`src/rtl/seq_detect_multi_pkg.sv`:
```
// seq_detect_pkg: shared defaults, lane config record and masked pattern compare
package seq_detect_pkg;
  localparam int DEF_NUM_PAT = 2;
  localparam int DEF_MAX_LEN = 8;
  localparam int DEF_CNT_W = 8;
  localparam logic [15:0] DEF_PAT0 = 16'b10001;
  localparam logic [15:0] DEF_PAT1 = 16'b10101;
  localparam int DEF_LEN = 5;
  // Fields sized for the largest legal MAX_LEN; lanes use only the low bits
  typedef struct packed {
    logic [15:0] pat;
    logic [4:0]  len;
    logic        en;
  } lane_cfg_t;
  function automatic logic masked_match(input logic [15:0] hist, input logic [15:0] pat, input logic [4:0] len);
    return ((hist ^ pat) & ((16'd1 << len) - 16'd1)) == 16'd0;
  endfunction
endpackage

```
`src/rtl/seq_detect_multi_lane.sv`:
```
// seq_match_lane: one pattern lane with config, fill tracking, compare, hit flop and saturating counter
module seq_match_lane import seq_detect_pkg::*; #(
  parameter int          MAX_LEN = DEF_MAX_LEN,
  parameter int          CNT_W   = DEF_CNT_W,
  parameter int          LEN_W   = $clog2(MAX_LEN + 1),
  parameter logic [15:0] RST_PAT = '0,
  parameter int          RST_LEN = MAX_LEN,
  parameter bit          RST_EN  = 1'b0
) (
  input  logic               clk,
  input  logic               rst,
  input  logic [MAX_LEN-1:0] hist,
  input  logic               valid,
  input  logic               overlap,
  input  logic               cfg_we,
  input  logic [MAX_LEN-1:0] cfg_pat,
  input  logic [LEN_W-1:0]   cfg_len,
  input  logic               cfg_en,
  input  logic               cnt_clr,
  output logic               hit,
  output logic [CNT_W-1:0]   cnt
);
  lane_cfg_t        r_cfg;
  logic [4:0]       r_fill;
  logic             r_hit;
  logic [CNT_W-1:0] r_cnt;
  logic [4:0]       w_fill_inc;
  logic             w_match;
  // hist already contains this cycle's bit, so the compare sees the post-shift history
  assign w_fill_inc = (r_fill < r_cfg.len) ? r_fill + 5'd1 : r_fill;
  assign w_match    = r_cfg.en && (w_fill_inc >= r_cfg.len) && masked_match(16'(hist), r_cfg.pat, r_cfg.len);
  always_ff @(posedge clk)
    if (rst) begin
      r_cfg  <= '{pat: RST_PAT, len: 5'(RST_LEN), en: RST_EN};
      r_fill <= '0;
      r_hit  <= 1'b0;
      r_cnt  <= '0;
    end else if (cfg_we) begin
      r_cfg  <= '{pat: 16'(cfg_pat), len: 5'(cfg_len), en: cfg_en};
      r_fill <= '0;
      r_hit  <= 1'b0;
      r_cnt  <= '0;
    end else begin
      r_hit  <= valid && w_match;
      r_fill <= !valid ? r_fill : (w_match && !overlap) ? 5'd0 : w_fill_inc;
      r_cnt  <= cnt_clr ? '0 : (valid && w_match && r_cnt != '1) ? r_cnt + 1'b1 : r_cnt;
    end
  assign hit = r_hit;
  assign cnt = r_cnt;
endmodule

```
`src/rtl/seq_detect_multi.sv`:
```
// seq_detect_multi: programmable multi-pattern serial detector with per-lane hits,
// priority hit ID and saturating hit counters
module seq_detect_multi import seq_detect_pkg::*; #(
  parameter int NUM_PAT = DEF_NUM_PAT,
  parameter int MAX_LEN = DEF_MAX_LEN,
  parameter int CNT_W   = DEF_CNT_W,
  parameter int ID_W    = (NUM_PAT > 1) ? $clog2(NUM_PAT) : 1,
  parameter int LEN_W   = $clog2(MAX_LEN + 1)
) (
  input  logic                     clk,
  input  logic                     rst,
  input  logic                     x,
  input  logic                     x_valid,
  input  logic                     overlap,
  input  logic                     cfg_we,
  input  logic [ID_W-1:0]          cfg_idx,
  input  logic [MAX_LEN-1:0]       cfg_pat,
  input  logic [LEN_W-1:0]         cfg_len,
  input  logic                     cfg_en,
  output logic                     cfg_err,
  input  logic                     cnt_clr,
  output logic [NUM_PAT-1:0]       hit_vec,
  output logic                     hit_any,
  output logic [ID_W-1:0]          hit_id,
  output logic [NUM_PAT*CNT_W-1:0] hit_cnt
);
  localparam int RST_LEN = (DEF_LEN > MAX_LEN) ? MAX_LEN : DEF_LEN;
  logic [MAX_LEN-1:0] r_hist;
  logic               r_cfg_err;
  logic [MAX_LEN-1:0] w_hist_nxt;
  logic               w_cfg_ok;
  assign w_hist_nxt = {r_hist[MAX_LEN-2:0], x};
  assign w_cfg_ok   = (cfg_len != '0) && (32'(cfg_len) <= MAX_LEN) && (32'(cfg_idx) < NUM_PAT);
  always_ff @(posedge clk)
    if (rst) begin
      r_hist    <= '0;
      r_cfg_err <= 1'b0;
    end else begin
      r_hist    <= x_valid ? w_hist_nxt : r_hist;
      r_cfg_err <= cfg_we && !w_cfg_ok;
    end
  assign cfg_err = r_cfg_err;
  for (genvar i = 0; i < NUM_PAT; i++) begin : g_lane
    seq_match_lane #(
      .MAX_LEN (MAX_LEN),
      .CNT_W   (CNT_W),
      .LEN_W   (LEN_W),
      .RST_PAT ((i == 0) ? DEF_PAT0 : (i == 1) ? DEF_PAT1 : 16'd0),
      .RST_LEN ((i < 2) ? RST_LEN : MAX_LEN),
      .RST_EN  (i < 2)
    ) u_lane (
      .clk     (clk),
      .rst     (rst),
      .hist    (w_hist_nxt),
      .valid   (x_valid),
      .overlap (overlap),
      .cfg_we  (cfg_we && w_cfg_ok && (32'(cfg_idx) == i)),
      .cfg_pat (cfg_pat),
      .cfg_len (cfg_len),
      .cfg_en  (cfg_en),
      .cnt_clr (cnt_clr),
      .hit     (hit_vec[i]),
      .cnt     (hit_cnt[i*CNT_W +: CNT_W])
    );
  end
  // Encoder works on the registered hit_vec, so id and any stay aligned with it
  assign hit_any = |hit_vec;
  always_comb begin
    hit_id = '0;
    for (int k = NUM_PAT - 1; k >= 0; k--) hit_id = hit_vec[k] ? ID_W'(k) : hit_id;
  end
endmodule

```
`config.mk`:
```
export PLATFORM = sky130hd
export DESIGN_NAME = seq_detect_multi
export DESIGN_NICKNAME = d
export VERILOG_FILES = /design/src/rtl/seq_detect_multi_pkg.sv /design/src/rtl/seq_detect_multi_lane.sv /design/src/rtl/seq_detect_multi.sv
export SDC_FILE = /design/constraint.sdc
export NUM_CORES = 1
export LEC_CHECK = 0
export CAP_MARGIN = 30
export CORE_ASPECT_RATIO = 0.6
export CORE_MARGIN = 3
export CORE_UTILIZATION = 40
export CTS_BUF_LIST = sky130_fd_sc_hd__clkbuf_4 sky130_fd_sc_hd__clkbuf_8
export DETAILED_ROUTE_END_ITERATION = 10
export GPL_TIMING_DRIVEN = 0
export PLACE_DENSITY_LB_ADDON = 0.15
export SLEW_MARGIN = 30
export SYNTH_ARGS = -nofsm -noshare
export SYNTH_HDL_FRONTEND = slang
export SYNTH_HIERARCHICAL = 1
export SYNTH_SLANG_ARGS = --single-unit
export TNS_END_PERCENT = 10
```
`constraint.sdc`:
```
create_clock -name clk -period 3.3 [get_ports clk]
set_input_delay 0.99 -clock clk [delete_from_list [all_inputs] [get_ports clk]]
set_output_delay 0.99 -clock clk [all_outputs]
set_load 0.02 [all_outputs]
```
After elaboration in Yosys (flattened, before gate mapping)
Cells that the tools add are included. Widths: inputs -> output; s select.

Register bits: 62. Bits in latches: 0. Bits in writable memories: 0. ROM bits: 0. Input bits: 21. Word-level logic and storage cells: 65. Memories kept: 0.

Add/sub/neg operators: 6. Multipliers: 0. Div/mod/pow operators: 0. Magnitude comparators: 5. Eq/ne operators: 2. Shifts and indexed selects: 2. Multiplexer cells: 6. Bitwise gates (word level): 5. Reductions and logical operators: 25.

Operators with widths (count): $and 16x16->16 (2); $logic_not 16->1 (2); $shl 1x4->16 const A (2); $sub 16x1->16 const B (2); $mux 5 (4); $add 8x1->8 const B (2); $ne 8x8->1 const B (2); $xor 8x8->8 (2); $logic_and 1x1->1 (15); $add 5x1->5 const B (2); $ge 5x4->1 (2); $lt 5x4->1 (2); $reduce_or 2->1 (3); $reduce_or 3->1 (2); $le 4x4->1 const B (1); $reduce_bool 4->1 (1); $logic_not 1->1 (2); $mux 1 (2); $not 1->1 (1).

Depth between registers and ports, before layout
Word-level depth: 7. Mapped depth: 13. Mapped depth without buffers: 13.

Hierarchy
The synthesis kept the hierarchy.

Modules (own cells, without submodules): seq_match_lane at g_lane[0].u_lane (instances 1, cells an instance 194, area each 1656.6 µm², seq. area each 540.5 µm²); seq_match_lane at g_lane[1].u_lane (instances 1, cells an instance 191, area each 1646.6 µm², seq. area each 540.5 µm²); seq_detect_multi (instances 1, cells an instance 33, area each 336.6 µm², seq. area each 160.2 µm²).

Worst setup path before layout
OpenSTA, ideal clock, no wires.

Path type: reg-to-reg. Start point: register g_lane[1].u_lane/r_cfg[4] in the netlist's numbering. End point: register g_lane[1].u_lane.r_cnt[6]. Data arrival time: 3245 ps. Data required time: 3205 ps. Setup slack: -40 ps. Stages on the path, launching flop included: 13. Path buffers: 0. Cells stage by stage: dfxtp_1 -> inv_1 -> ha_1 -> a211oi_1 -> nand2_1 -> nor2_1 -> mux2_2 -> ha_1 -> a211oi_1 -> o21ai_0 -> o21ai_2 -> or4_1 -> a221oi_1.

Cells in the longest elaborated chain, start to end: 7.

Ends and longest elaborated chain: start: declaration (line seq_detect_multi_lane.sv:23) `lane_cfg_t r_cfg;`; start signal: assignment (line seq_detect_multi_lane.sv:34) `r_cfg <= '{pat: RST_PAT, len: 5'(RST_LEN), en: RST_EN};`; start signal: assignment (line seq_detect_multi_lane.sv:39) `r_cfg <= '{pat: 16'(cfg_pat), len: 5'(cfg_len), en: cfg_en};`; $shl 1x4->16 / $lt 5x4->1 (equally long branches) (line seq_detect_multi_pkg.sv:16, seq_detect_multi_lane.sv:30); $sub 16x1->16 / $mux 5 (equally long branches) (line seq_detect_multi_pkg.sv:16, seq_detect_multi_lane.sv:30); $and 16x16->16 / $ge 5x4->1 (equally long branches) (line seq_detect_multi_pkg.sv:16, seq_detect_multi_lane.sv:31); $logic_not 16->1 / $logic_and 1x1->1 (equally long branches) (line seq_detect_multi_pkg.sv:16, seq_detect_multi_lane.sv:31); $logic_and 1x1->1 * (line seq_detect_multi_lane.sv:31) `assign w_match = r_cfg.en && (w_fill_inc >= r_cfg.len) && masked_match(16'(hist), r_cfg.pat, r_cfg.len);`; $logic_and 1x1->1 * (2 in a row) (line seq_detect_multi_lane.sv:46) `r_cnt <= cnt_clr ? '0 : (valid && w_match && r_cnt != '1) ? r_cnt + 1'b1 : r_cnt;`; end signal: assignment (line seq_detect_multi_lane.sv:46); end: declaration (line seq_detect_multi_lane.sv:26) `logic [CNT_W-1:0] r_cnt;`.

Every way passes the cells marked *; elsewhere a longest branch is shown, timed or not. A chain may end at the register's enable or synchronous reset.

Worst setup path after layout
Start point: input port cfg_len[1]. End point: register g_lane[1].u_lane/r_cfg[6] in the netlist's numbering.

Cells in the longest elaborated chain, start to end: 4.

Ends and longest elaborated chain: start: declaration (line seq_detect_multi.sv:18) `input logic [LEN_W-1:0] cfg_len,`; $le 4x4->1 / $reduce_bool 4->1 (equally long branches) (line seq_detect_multi.sv:33) `assign w_cfg_ok = (cfg_len != '0) && (32'(cfg_len) <= MAX_LEN) && (32'(cfg_idx) < NUM_PAT);`; $logic_and 1x1->1 * (line seq_detect_multi.sv:33); $logic_and 1x1->1 * (2 in a row) (line seq_detect_multi.sv:57) `.cfg_we (cfg_we && w_cfg_ok && (32'(cfg_idx) == i)),`.

Marks and branches as above.

==> results.cfg <==
[run_status]
status = finished clean

[sta]
rsz0062_at_grt = true
post-route-min-period_ns = 3.237
slew_violations = 0
hold_viol = 0
fin_setup_tns_ns = 0
max-slew-margin-rel_pct = 51.88
min_period_over_period_pct = 98.11
skew_ns = 0.009337
layout_setup_ws_ns = 0.06250
worstMarginPinSlew_ns = 0.7219
fin_hold_ws_ns = 0.4945
finalSetupViolations = 0
fmax_ghz = 0.3089

[synth]
synth.cell_area_sq_mm = 0.003640
ys.flop_type = dfxtp_1
synth_top_family_by_area = simple AND/OR/NAND/NOR gates
synthArstFlopShare_pct = 0
synth_compound_area_share_pct = 13.89
yosysUniqueCellTypes = 54
ys_seq_area_share_pct = 34.10
synth-seq-cells = 62
syn_inst = 418
syn_nets = 459
synthXorXnorAreaFrac_pct = 5.294
ys_warn_count = 6
synth-edff-count = 0
yosys.area_share.adder_pct = 6.875
synth_mux_area_share_pct = 11.34
synthSimpleGateAreaFrac_pct = 24.44
avgSynthCellArea_sq_um = 8.708

[route]
ant_nets = 0
wirelength_um = 9964
vias = 3302
first_pass_iters = 5
route.detailed.drc = 0
wl_per_cell_um = 16.61
drt_iter0_markers = 288
viasPerCell = 5.503

[clock_network]
cts_tree = done
clockBufferDepth = 2
clock_latency_ns = 0.35
cts-root-buf = clkbuf_8
htreeDepth = 3
clk_pin_slew_worst_paths_ns = 0.07
cts_buffers = 9
cts_sinks = 62

[global_route]
grt-ovfl-total = 0
first_global_vias = 3116
grt_pass1_wl_um = 15870
grtUsageTotal_pct = 19.74
antenna_found_initial = 0
grt_max_degree = 17

[layout]
multi_input_area_sq_mm = 0.002401
final_common_cell = dfxtp_1
final_util_pct = 53.86
seqCellArea_sq_mm = 0.001256
areaGrowthSynthToFinish_pct = 28.53
n_antenna_cell = 0
drive_gt1_share_pct = 18.03
layout_common_cells = dfxtp_1, nand2_1, clkdlybuf4s50_1
fin_nets = 524
fillCellCount = 809

[placement]
post-place-ws_ns = -0.4512
dp_hpwl_um = 7220
numPortBuffers = 41
gp_congestion = 0.8535

[power]
power_density_mw_per_mm2 = 387.5
power.clock.fraction_pct = 41.3
seq_power_share_pct = 43.4
p_comb_share_pct = 15.3
p_int_mw = 1.315
leakagePower_nw = 1.648
ir_drop_v = 0.0002145
p_sw_share_pct = 27.44
power.switching_mw = 0.4975

[critical_path]
critPathLaunchType = primary input
crit_arrival_ns = 3.47
critical_path_class = primary input to flip-flop
cp_data_required_time_ns = 3.53
worstPathMaxFanout = 10
critPathCaptureType = flip-flop

[run]
max_cap_violations = 0

[floorplanning]
io_pins = 42
rows = 26
die_y_um = 79.89
start_util_pct = 41.90
fp.dieW_um = 129.2
coreArea_sq_mm = 0.008686
die-area_sq_mm = 0.01032

[worst_hold_path]
hp-class = flip-flop to flip-flop
==> sequential cells by signal (all words and copies together) (netlist names) <==
name and count:
g_lane.u_lane/r_cfg 26, g_lane.u_lane/cnt 16, g_lane.u_lane/r_fill 10, r_hist 7, g_lane.u_lane/hit 2, cfg_err 1
==> cells in the mapped netlist, drive strengths merged (4+ instances only) <==
library cell	count	share of area, %
dfxtp	62	34
nand2	45	4.8
nor2	40	4.1
mux2i	39	11
a21oi	20	2.8
ha	20	6.9
inv	19	2.0
xnor2	16	3.8
nand3	13	1.8
nor3	11	1.5
or4	10	2.3
clkbuf	9	0.93
o21ai	9	1.3
a211oi	8	1.7
or2	8	1.4
nor4	7	1.4
o211ai	7	1.6
buf	6	1.1
nand2b	6	1.0
nor4b	6	2.6
o31ai	6	1.2
xor2	6	1.4
and3	4	0.69
or3	4	0.69
==> cell families after synthesis <==
family / after synthesis
AO/OA/AOI/OAI: 74
XOR/XNOR: 22
adder cells (fa/ha/maj): 20
buffers and inverters: 35
flip-flops: 62
multiplexers: 41
AND/OR/NAND/NOR: 164
==> per-layer routing <==
| metal | up-vias | GRT usage [%] | share of wire (%) |
|---|---|---|---|
| li1 | 1652 | - | - |
| met1 | 1520 | 28.84 | 49 |
| met2 | 118 | 26.86 | 41 |
| met3 | 12 | 6.618 | 9.2 |
| met4 | 0 | 6.184 | 1.3 |
| met5 | - | 0 | 0 |
==> through the flow <==
stage | cell area, sq um | std cells | power [mW]
after global placement | 4193 | 571 | 1.040
final | 4678 | 600 | 1.813
after detailed placement | 4193 | 571 | 1.046
after floorplan | 3642 | 418 | 0.9604
after CTS | 4527 | 595 | 1.813
after global routing | 4678 | 600 | 1.902
==> path summary, 6_finish.rpt <==
| check | from | to | slack, ns | cells after the start |
|---|---|---|---|---|
| hold / removal | g_lane[1].u_lane/r_cfg[0] | g_lane[1].u_lane/r_cfg[0] | 0.49 | 2 |
| hold reg to reg | g_lane[1].u_lane/r_cfg[0] | g_lane[1].u_lane/r_cfg[0] | 0.49 | 2 |
| setup / recovery | cfg_len[1] | g_lane[1].u_lane/r_cfg[6] | 0.06 | 7 |
| setup reg to reg | g_lane[0].u_lane/r_cfg[3] | g_lane[0].u_lane/r_fill[0] | 0.08 | 13 |
==> cell type report <==
cell class | instances | share of cell area [%]
multi-input combinational | 321 | 51.32
sequential | 62 | 26.85
timing repair buffer | 54 | 10.91
tap | 112 | 2.995
clock buffer | 9 | 2.648
clock inverter | 7 | 2.086
inverter | 20 | 1.605
buffer | 15 | 1.578
==> critical path, stage by stage <==
cell and delay [ns]:
clkdlybuf4s50_1 0.49, o31a_1 0.37, nor3_1 0.19, clkbuf_1 0.45, clkbuf_1 0.61, mux2i_1 0.28
nand2_1 0.07
==> power by group through the flow <==
stage | logic [mW] | clock network, mW | registers, mW
2_1_floorplan | 0.161 | 0 | 0.800
3_5_place_dp | 0.242 | 0 | 0.804
4_1_cts | 0.253 | 0.773 | 0.786
3_3_place_gp | 0.236 | 0 | 0.804
5_1_grt | 0.303 | 0.810 | 0.789
6_report | 0.277 | 0.749 | 0.787
==> what timing repair did <==
| action | 4_1_cts | 5_1_grt |
|---|---|---|
| pin swaps | 9 | 15 |
| endpoints found under the setup margin | 26 | 25 |
| hold buffers | 0 | 0 |
| gates resized for setup | 17 | 27 |
| setup buffers | 8 | 5 |
No activity file was read; power rests on OpenSTA's default activity.
